### config.mk
export PLATFORM = sky130hd
export DESIGN_NAME = mac_seq_ctrl
export DESIGN_NICKNAME = d
export VERILOG_FILES = /design/src/rtl/mac_seq_ctrl.sv
export SDC_FILE = /design/constraint.sdc
export NUM_CORES = 1
export LEC_CHECK = 0
export ABC_AREA = 0
export CORE_AREA = 2 2 90 114
export CTS_CLUSTER_DIAMETER = 150
export DETAILED_ROUTE_END_ITERATION = 10
export DIE_AREA = 0 0 92 116
export GPL_ROUTABILITY_DRIVEN = 1
export PLACE_DENSITY = 0.84
export SKIP_CTS_REPAIR_TIMING = 1
export SLEW_MARGIN = 0
export SYNTH_ARGS = -nofsm -noshare
export SYNTH_HDL_FRONTEND = slang
export SYNTH_SLANG_ARGS = --single-unit
### constraint.sdc
create_clock -name clk -period 1.93 [get_ports clk]
set_input_delay 0.2895 -clock clk [delete_from_list [all_inputs] [get_ports clk]]
set_output_delay 0.2895 -clock clk [all_outputs]
set_load 0.02 [all_outputs]
### src/rtl/mac_seq_ctrl.sv
// ---------------------------------------------------------------------------
// mac_seq_ctrl
//   Initiator-side sequencer for one mac_unit instance. A job (bias + length)
//   is accepted on start, operand pairs are streamed in over valid/ready and
//   forwarded to the MAC, the MAC pipeline is then drained, and the final
//   accumulator value is returned over a valid/ready result port.
//
// Ports
//   clk, rst                 clock, synchronous active-high reset
//   start, len, bias         job request (sampled only in IDLE)
//   busy                     high in every state except IDLE
//   op_valid/op_ready        operand handshake; op_x/op_y operand pair,
//   op_last                  source framing marker (checked only)
//   mac_en, mac_acc_load     MAC en / acc_load
//   mac_x, mac_y, mac_z      MAC X / Y / Z
//   mac_result               MAC Result (fed back)
//   res_valid/res_ready      result handshake; res_data registered result
//   err_last                 sticky op_last framing error for current job
// ---------------------------------------------------------------------------
module mac_seq_ctrl #(
    parameter int DATA_W = 16,
    parameter int ACC_W  = 32,
    parameter int LEN_W  = 8
) (
    input  logic                     clk,
    input  logic                     rst,
    input  logic                     start,
    input  logic [LEN_W-1:0]         len,
    input  logic signed [ACC_W-1:0]  bias,
    output logic                     busy,
    input  logic                     op_valid,
    output logic                     op_ready,
    input  logic signed [DATA_W-1:0] op_x,
    input  logic signed [DATA_W-1:0] op_y,
    input  logic                     op_last,
    output logic                     mac_en,
    output logic                     mac_acc_load,
    output logic signed [DATA_W-1:0] mac_x,
    output logic signed [DATA_W-1:0] mac_y,
    output logic signed [ACC_W-1:0]  mac_z,
    input  logic signed [ACC_W-1:0]  mac_result,
    output logic                     res_valid,
    input  logic                     res_ready,
    output logic signed [ACC_W-1:0]  res_data,
    output logic                     err_last
);

    localparam logic [2:0] S_IDLE   = 3'd0;
    localparam logic [2:0] S_LOAD   = 3'd1;
    localparam logic [2:0] S_STREAM = 3'd2;
    localparam logic [2:0] S_DRAIN  = 3'd3;
    localparam logic [2:0] S_CAPT   = 3'd4;
    localparam logic [2:0] S_RESULT = 3'd5;

    logic [2:0]              state;
    logic [LEN_W-1:0]        rem;        // operand pairs still to accept
    logic signed [ACC_W-1:0] bias_q;
    logic                    drain_cnt;  // 0 = first drain cycle, 1 = second
    logic                    beat;
    logic                    last_beat;

    assign beat      = (state == S_STREAM) && op_valid;
    assign last_beat = (rem == LEN_W'(1));

    always_ff @(posedge clk) begin
        if (rst) begin
            state     <= S_IDLE;
            rem       <= '0;
            bias_q    <= '0;
            drain_cnt <= 1'b0;
            res_data  <= '0;
            err_last  <= 1'b0;
        end else begin
            case (state)
                S_IDLE: begin
                    if (start) begin
                        rem      <= len;
                        bias_q   <= bias;
                        err_last <= 1'b0;
                        state    <= S_LOAD;
                    end
                end
                S_LOAD: begin
                    drain_cnt <= 1'b0;
                    // Empty job skips streaming; LOAD alone sets acc = bias.
                    state     <= (rem == '0) ? S_DRAIN : S_STREAM;
                end
                S_STREAM: begin
                    if (beat) begin
                        rem <= rem - LEN_W'(1);
                        // Framing is only checked; the count ends the job.
                        if (op_last != last_beat)
                            err_last <= 1'b1;
                        if (last_beat)
                            state <= S_DRAIN;
                    end
                end
                S_DRAIN: begin
                    // Two zero-operand enables push the last two products
                    // through the MAC's product stages into the accumulator.
                    drain_cnt <= 1'b1;
                    if (drain_cnt)
                        state <= S_CAPT;
                end
                S_CAPT: begin
                    res_data <= mac_result;
                    state    <= S_RESULT;
                end
                S_RESULT: begin
                    if (res_ready)
                        state <= S_IDLE;
                end
                default: state <= S_IDLE;
            endcase
        end
    end

    always_comb begin
        busy         = (state != S_IDLE);
        op_ready     = 1'b0;
        mac_en       = 1'b0;
        mac_acc_load = 1'b0;
        mac_x        = '0;
        mac_y        = '0;
        mac_z        = '0;
        res_valid    = 1'b0;
        case (state)
            S_LOAD: begin
                mac_en       = 1'b1;
                mac_acc_load = 1'b1;
                mac_z        = bias_q;
            end
            S_STREAM: begin
                op_ready = 1'b1;
                // MAC holds on bubbles; operands forced to 0 when invalid.
                mac_en   = op_valid;
                if (op_valid) begin
                    mac_x = op_x;
                    mac_y = op_y;
                end
            end
            S_DRAIN:  mac_en    = 1'b1;
            S_RESULT: res_valid = 1'b1;
            default: ;
        endcase
    end

endmodule

==> flow_summary.ini, run 1 <==
[run_status]
status = finished clean

[route]
wire_per_inst_um = 14.55
ant_nets = 0
drtIter0Drc = 106
drt_wl_total_um = 11640
dr.pass1.iters = 4
num_vias = 3757
post-route-drc-count = 0
via_per_inst = 4.696

[logic_synthesis]
synth_cell_types = 42
synth_fp_nets = 576
ys_warn_count = 0
synth.ff_latch_count = 77
syn_area_per_cell_sq_um = 7.491
synth_edf_count = 0
mappedNetlistArea_sq_mm = 0.003468
ys_seq_area_frac = 0.4444
synth_ff_type = dfxtp_1
ys_async_sr_fraction = 0
synth_cells = 463

[clock_tree]
htreeDepth = 3
cts_sinks = 77
cts-root-buf = clkbuf_16
cts_made_buffers = 9
clk_path_buf_depth = 2
clk_pin_slew_ns = 0.06
clk_latency_ns = 0.33
cts_tree = done

[timing]
setup_viol = 0
slew_viol_final = 0
rsz0062_at_grt = false
fin_skew_ns = 0.009489
setup_ws_ns = 0.06127
slew_headroom = 0.6471
final.min_clock_period_ns = 1.869
final.setup.tns_ns = 0
hold_viol = 0
finalCritPeriodShare = 0.9683
fmax_mhz = 535.1
max_slew.worst_pin.slew_ns = 0.5245

[critical_path]
path_cells = nor2_1, and3_2, buf_12, and2_1, dlymetal6s2s_1
worstPathMaxFanout = 32
arrival_ns = 1.58
crit_type = flop to primary output
cpPeakStageDelay_ns = 0.33
endpoint_kind = primary output
cp.required_ns = 1.64
critPathLaunchType = flop
cp_slowest_cell = dfxtp_1
cp_num_buf_inv = 2
critPathTopFamily = simple AND/OR/NAND/NOR gates

[placement]
gp_congestion = 0.8378
port_buffers = 211
post-place-ws_ns = -0.3660
hpwl_um = 8586

[grt]
grt_pass1_vias = 3598
antenna_found_initial = 0
grtUsageTotal = 0.2011
grt_overflow = 0
grt_max_degree = 43
grt_pass1_wl_um = 17320

[die]
chipHeight_um = 116
fp.dieW_um = 92
ios = 212
die_area_sq_mm = 0.01067
core_sq_mm = 0.009509
row_count = 40
start_util = 0.3647

[cells_and_area]
nets = 782
final_util = 0.6332
n_antenna_cell = 0
fill_cells = 783
syn_to_final_growth_pct = 73.59
drive_above_1_share = 0.1053

[pwr]
power_density_mw_per_mm2 = 771.9
p_total_mw = 4.648
p_leak_nw = 2.956
ir_drop_mv = 0.4493

[hold_path]
holdCritPathClass = input pin to flop

[flow_run]
max-cap-violations = 0
-- registers in the layout, summed over array words and instances (netlist names) --
signal / cells
rem: 8
err_last: 1
res_data: 32
state: 3
drain_cnt: 1
bias_q: 32
-- final timing paths --
kind	from	end	slack (ns)	cells after the start
setup / recovery	state[2]$_SDFFE_PP0P_	mac_y[4]	0.06	5
hold / removal	rst	rem[7]$_SDFFE_PP0P_	0.32	3
setup reg to reg	state[2]$_SDFFE_PP0P_	rem[5]$_SDFFE_PP0P_	0.06	6
hold reg to reg	bias_q[30]$_SDFFE_PP0P_	bias_q[30]$_SDFFE_PP0P_	0.45	2
-- worst min-delay path: cells and delay by family --
kind	cells	cell delay, ns
AO/OA/AOI/OAI	2	0.16
buffers and inverters	1	0.14
-- placed cells by master, fill, tap and decap left out, types with 2 or more instances in the layout --
| cell type | n |
|---|---|
| a211oi_1 | 3 |
| a21oi_1 | 73 |
| a22oi_1 | 3 |
| a31oi_1 | 3 |
| and2_0 | 3 |
| and2_1 | 65 |
| buf_12 | 4 |
| buf_4 | 14 |
| clkbuf_1 | 3 |
| clkbuf_16 | 9 |
| clkbuf_2 | 30 |
| clkdlybuf4s50_1 | 141 |
| clkinv_2 | 2 |
| dfxtp_1 | 76 |
| dlymetal6s2s_1 | 39 |
| ha_1 | 3 |
| inv_1 | 8 |
| nand2_1 | 134 |
| nand2b_1 | 2 |
| nand3b_1 | 2 |
| nor2_1 | 13 |
| nor3b_1 | 3 |
| nor4_1 | 2 |
| o211ai_1 | 2 |
| o21ai_0 | 11 |
-- through the flow --
step	instance area, sq um	std cells	hold slack (ns)
finish	6021	800	0.3207
floorplan	3468	463	0.4255
global placement	5778	784	0.4373
detailed placement	5778	784	0.4426
CTS	6063	800	0.3174
global route	6021	800	0.3408
-- final cells by class --
cell class / count / area [sq um] / share of cell area
repair buffers: 229 / 2240 / 0.3720
multi-input cells: 343 / 1762 / 0.2926
flip-flops and latches: 77 / 1543 / 0.2562
clock buffers: 12 / 236.5 / 0.03928
well taps: 126 / 157.7 / 0.02618
clock inverters: 4 / 48.80 / 0.008105
inverters: 9 / 33.78 / 0.005611
-- metal layers --
metal  routed length (um)  track usage  vias up  part of all wire
met3                  808      0.06762       12             0.069
met4                  116      0.05373        0             0.010
met1                 5005       0.2559     1712              0.43
met2                 5710       0.3289      118              0.49
li1                     -            -     1915                 -
met5                    0            0        -                 0
-- synthesized netlist by cell type, drive strengths merged, types with 2 or more instances --
master,instances,share of area
a211oi,3,0.0065
a21oi,73,0.11
a22oi,3,0.0065
a31oi,3,0.0054
and2,68,0.12
buf,8,0.014
clkbuf,26,0.028
dfxtp,77,0.44
ha,3,0.011
inv,9,0.0097
nand2,134,0.15
nand2b,2,0.0036
nand3b,2,0.0043
nor2,14,0.015
nor3b,4,0.0087
nor4,2,0.0036
o211ai,2,0.0043
o21ai,12,0.018
or4,2,0.0054
-- power by group --
group / total, mW / leakage, nW / internal, mW / switching, mW
logic: 1.25 / 2.19 / 0.604 / 0.647
clock network: 1.62 / 0.141 / 1.00 / 0.616
registers: 1.78 / 0.627 / 1.71 / 0.0734
total: 4.65 / 2.96 / 3.31 / 1.34
-- cells by family (layout without fill, tap and decap cells) --
family                   after synthesis  count (layout)  synth area share
flip-flops                            77              77            0.4444
multiplexers                           2               2          0.006133
AND/OR/NAND/NOR                      236             236            0.3254
adder cells (fa/ha/maj)                3               3           0.01082
AO/OA/AOI/OAI                        102             102            0.1616
buffers and inverters                 43             254           0.05158
Note: power is estimated with default switching activity, not from simulation.
==> run 2, diff against run 1 <==
CELL_PAD_IN_SITES_DETAIL_PLACEMENT = 0   (was default)
CELL_PAD_IN_SITES_GLOBAL_PLACEMENT = 1   (was default)
CORE_AREA = 2 2 109 137   (was 2 2 90 114)
DIE_AREA = 0 0 111 139   (was 0 0 92 116)
==> run 2 against run 1 <==
Against the previous run: the flow now finishes with violations (setup timing); via count fell by 0.32%; clock skew shrank 0.0017 ns; critical path depth decreased by 1; maximum frequency down 8.6%; non-clock buffer count is 1 lower; critical path type unchanged; die area grew 45%.
==> flow_summary.ini, run 2 (synthesis gave the netlist of run 1 again) <==
[flow_run]
max-cap-violations = 0

[critical_path]
cp.required_ns = 1.64
critPathLaunchType = flop
cp-startpoint = state[1]$_SDFFE_PP0P_
worstPathMaxFanout = 7
endpoint_kind = primary output
arrival_ns = 1.76
r2r_start = state[2]$_SDFFE_PP0P_
crit_type = flop to primary output

[timing]
slew_viol_final = 0
setup_ws_ns = -0.1157
max_slew.worst_pin.slew_ns = 0.4715
rsz0062_at_grt = true
hold_viol = 0
setup_viol = 1
fin_skew_ns = 0.007797
finalCritPeriodShare = 1.060
fmax_mhz = 488.8
final.min_clock_period_ns = 2.046
slew_headroom = 0.6828

[placement]
port_buffers = 211
post-place-ws_ns = -0.3704
hpwl_um = 8481
gp_congestion = 0.8023

[die]
fp.dieW_um = 111
die_area_sq_mm = 0.01543
chipHeight_um = 139
ios = 212
start_util = 0.2449
row_count = 49
core_sq_mm = 0.01416

[route]
wl_met3_um = 725
drtIter0Drc = 161
wire_per_inst_um = 13.37
m1WireLength_um = 4827
dr.pass1.iters = 5
drt_wl_total_um = 11380
wl_met2_um = 5580
ant_nets = 0
highest_layer = met4
via_per_inst = 4.401
num_vias = 3745
post-route-drc-count = 0

[clock_tree]
clk_path_buf_depth = 2
clk_pin_slew_ns = 0.06
cts_made_buffers = 9
cts_tree = done
clk_latency_ns = 0.33
cts_sinks = 77
cts-root-buf = clkbuf_16
htreeDepth = 3

[grt]
grtUsageTotal = 0.1424
grt_overflow = 0
grt_max_degree = 35
grt_pass1_vias = 3717
antenna_found_initial = 0
grt_pass1_wl_um = 17980

[run_status]
status = finished with violations
failed_checks = setup timing

[pwr]
p_leak_nw = 2.846
power_density_mw_per_mm2 = 817.0
p_total_mw = 4.965
ir_drop_mv = 0.4465

[cells_and_area]
nets = 781
reg_top3 = bias_q: 32 flops, res_data: 32 flops, rem: 8 flops
drive_above_1_share = 0.1129
final_cell_mix = 142 x clkdlybuf4s50_1, 134 x nand2_1, 77 x dfxtp_1
final_common_cell = clkdlybuf4s50_1
final_util = 0.4291
n_antenna_cell = 0
syn_to_final_growth_pct = 75.22

[hold_path]
holdCritPathClass = input pin to flop
min-delay-start = rst
-- run 2: cell count changes in the layout (fill, tap and decap cells not counted), moves of 2 or more --
cell and delta:
dlymetal6s2s_1 -8, clkbuf_2 +7, bufinv_16 +2, buf_4 -2
-- run 2: per-stage QoR --
step / hold slack [ns] / setup TNS, ns / cells / area (sq um)
global placement: 0.4383 / -10.45 / 835 / 5838
finish: 0.3685 / -0.1157 / 851 / 6077
global route: 0.3705 / -0.7279 / 851 / 6077
floorplan: 0.4255 / 0 / 463 / 3468
CTS: 0.3503 / -24.01 / 851 / 6180
detailed placement: 0.4428 / -11.29 / 835 / 5838
-- run 2: power by group --
group	internal, mW	leakage (nW)	total [mW]	switching [mW]
combinational	0.606	2.05	1.25	0.644
clock	1.30	0.167	1.93	0.637
sequential	1.71	0.627	1.78	0.0735
-- run 2: worst paths after layout --
| kind | end | slack [ns] | cells past startpoint |
|---|---|---|---|
| worst max register to register | rem[5]$_SDFFE_PP0P_ | 0.04 | 6 |
| worst max-delay path | busy | -0.12 | 4 |
| worst min register to register | bias_q[30]$_SDFFE_PP0P_ | 0.45 | 2 |
| worst min-delay path | drain_cnt$_SDFFE_PP0P_ | 0.37 | 2 |
-- run 2: critical path: stages, from the launching register on --
cell	delay (ns)
dfxtp_1	0.37
buf_4	0.16
nor3_1	0.23
inv_1	0.11
clkdlybuf4s50_1	0.55
-- run 2: area by class of cell --
cell class / count / area, sq um
Fill cell: 1426 / 8085
Sequential cell: 77 / 1541
Tap cell: 178 / 222.7
Clock buffer: 12 / 246.5
Clock inverter: 4 / 95.09
Multi-Input combinational cell: 343 / 1757
Inverter: 9 / 33.78
Timing Repair Buffer: 228 / 2181
-- run 2: routing by layer --
layer | vias up | global-route usage
li1 | 1913 | -
met1 | 1679 | 0.1613
met2 | 138 | 0.2448
met3 | 15 | 0.04065
met4 | 0 | 0.07039
met5 | - | 0
==> run 3, diff against run 2 <==
CTS_CLUSTER_SIZE = 8   (was default)
==> results of run 3 <==
No change in the layout: final DEF, timing and power equal those of run 2.
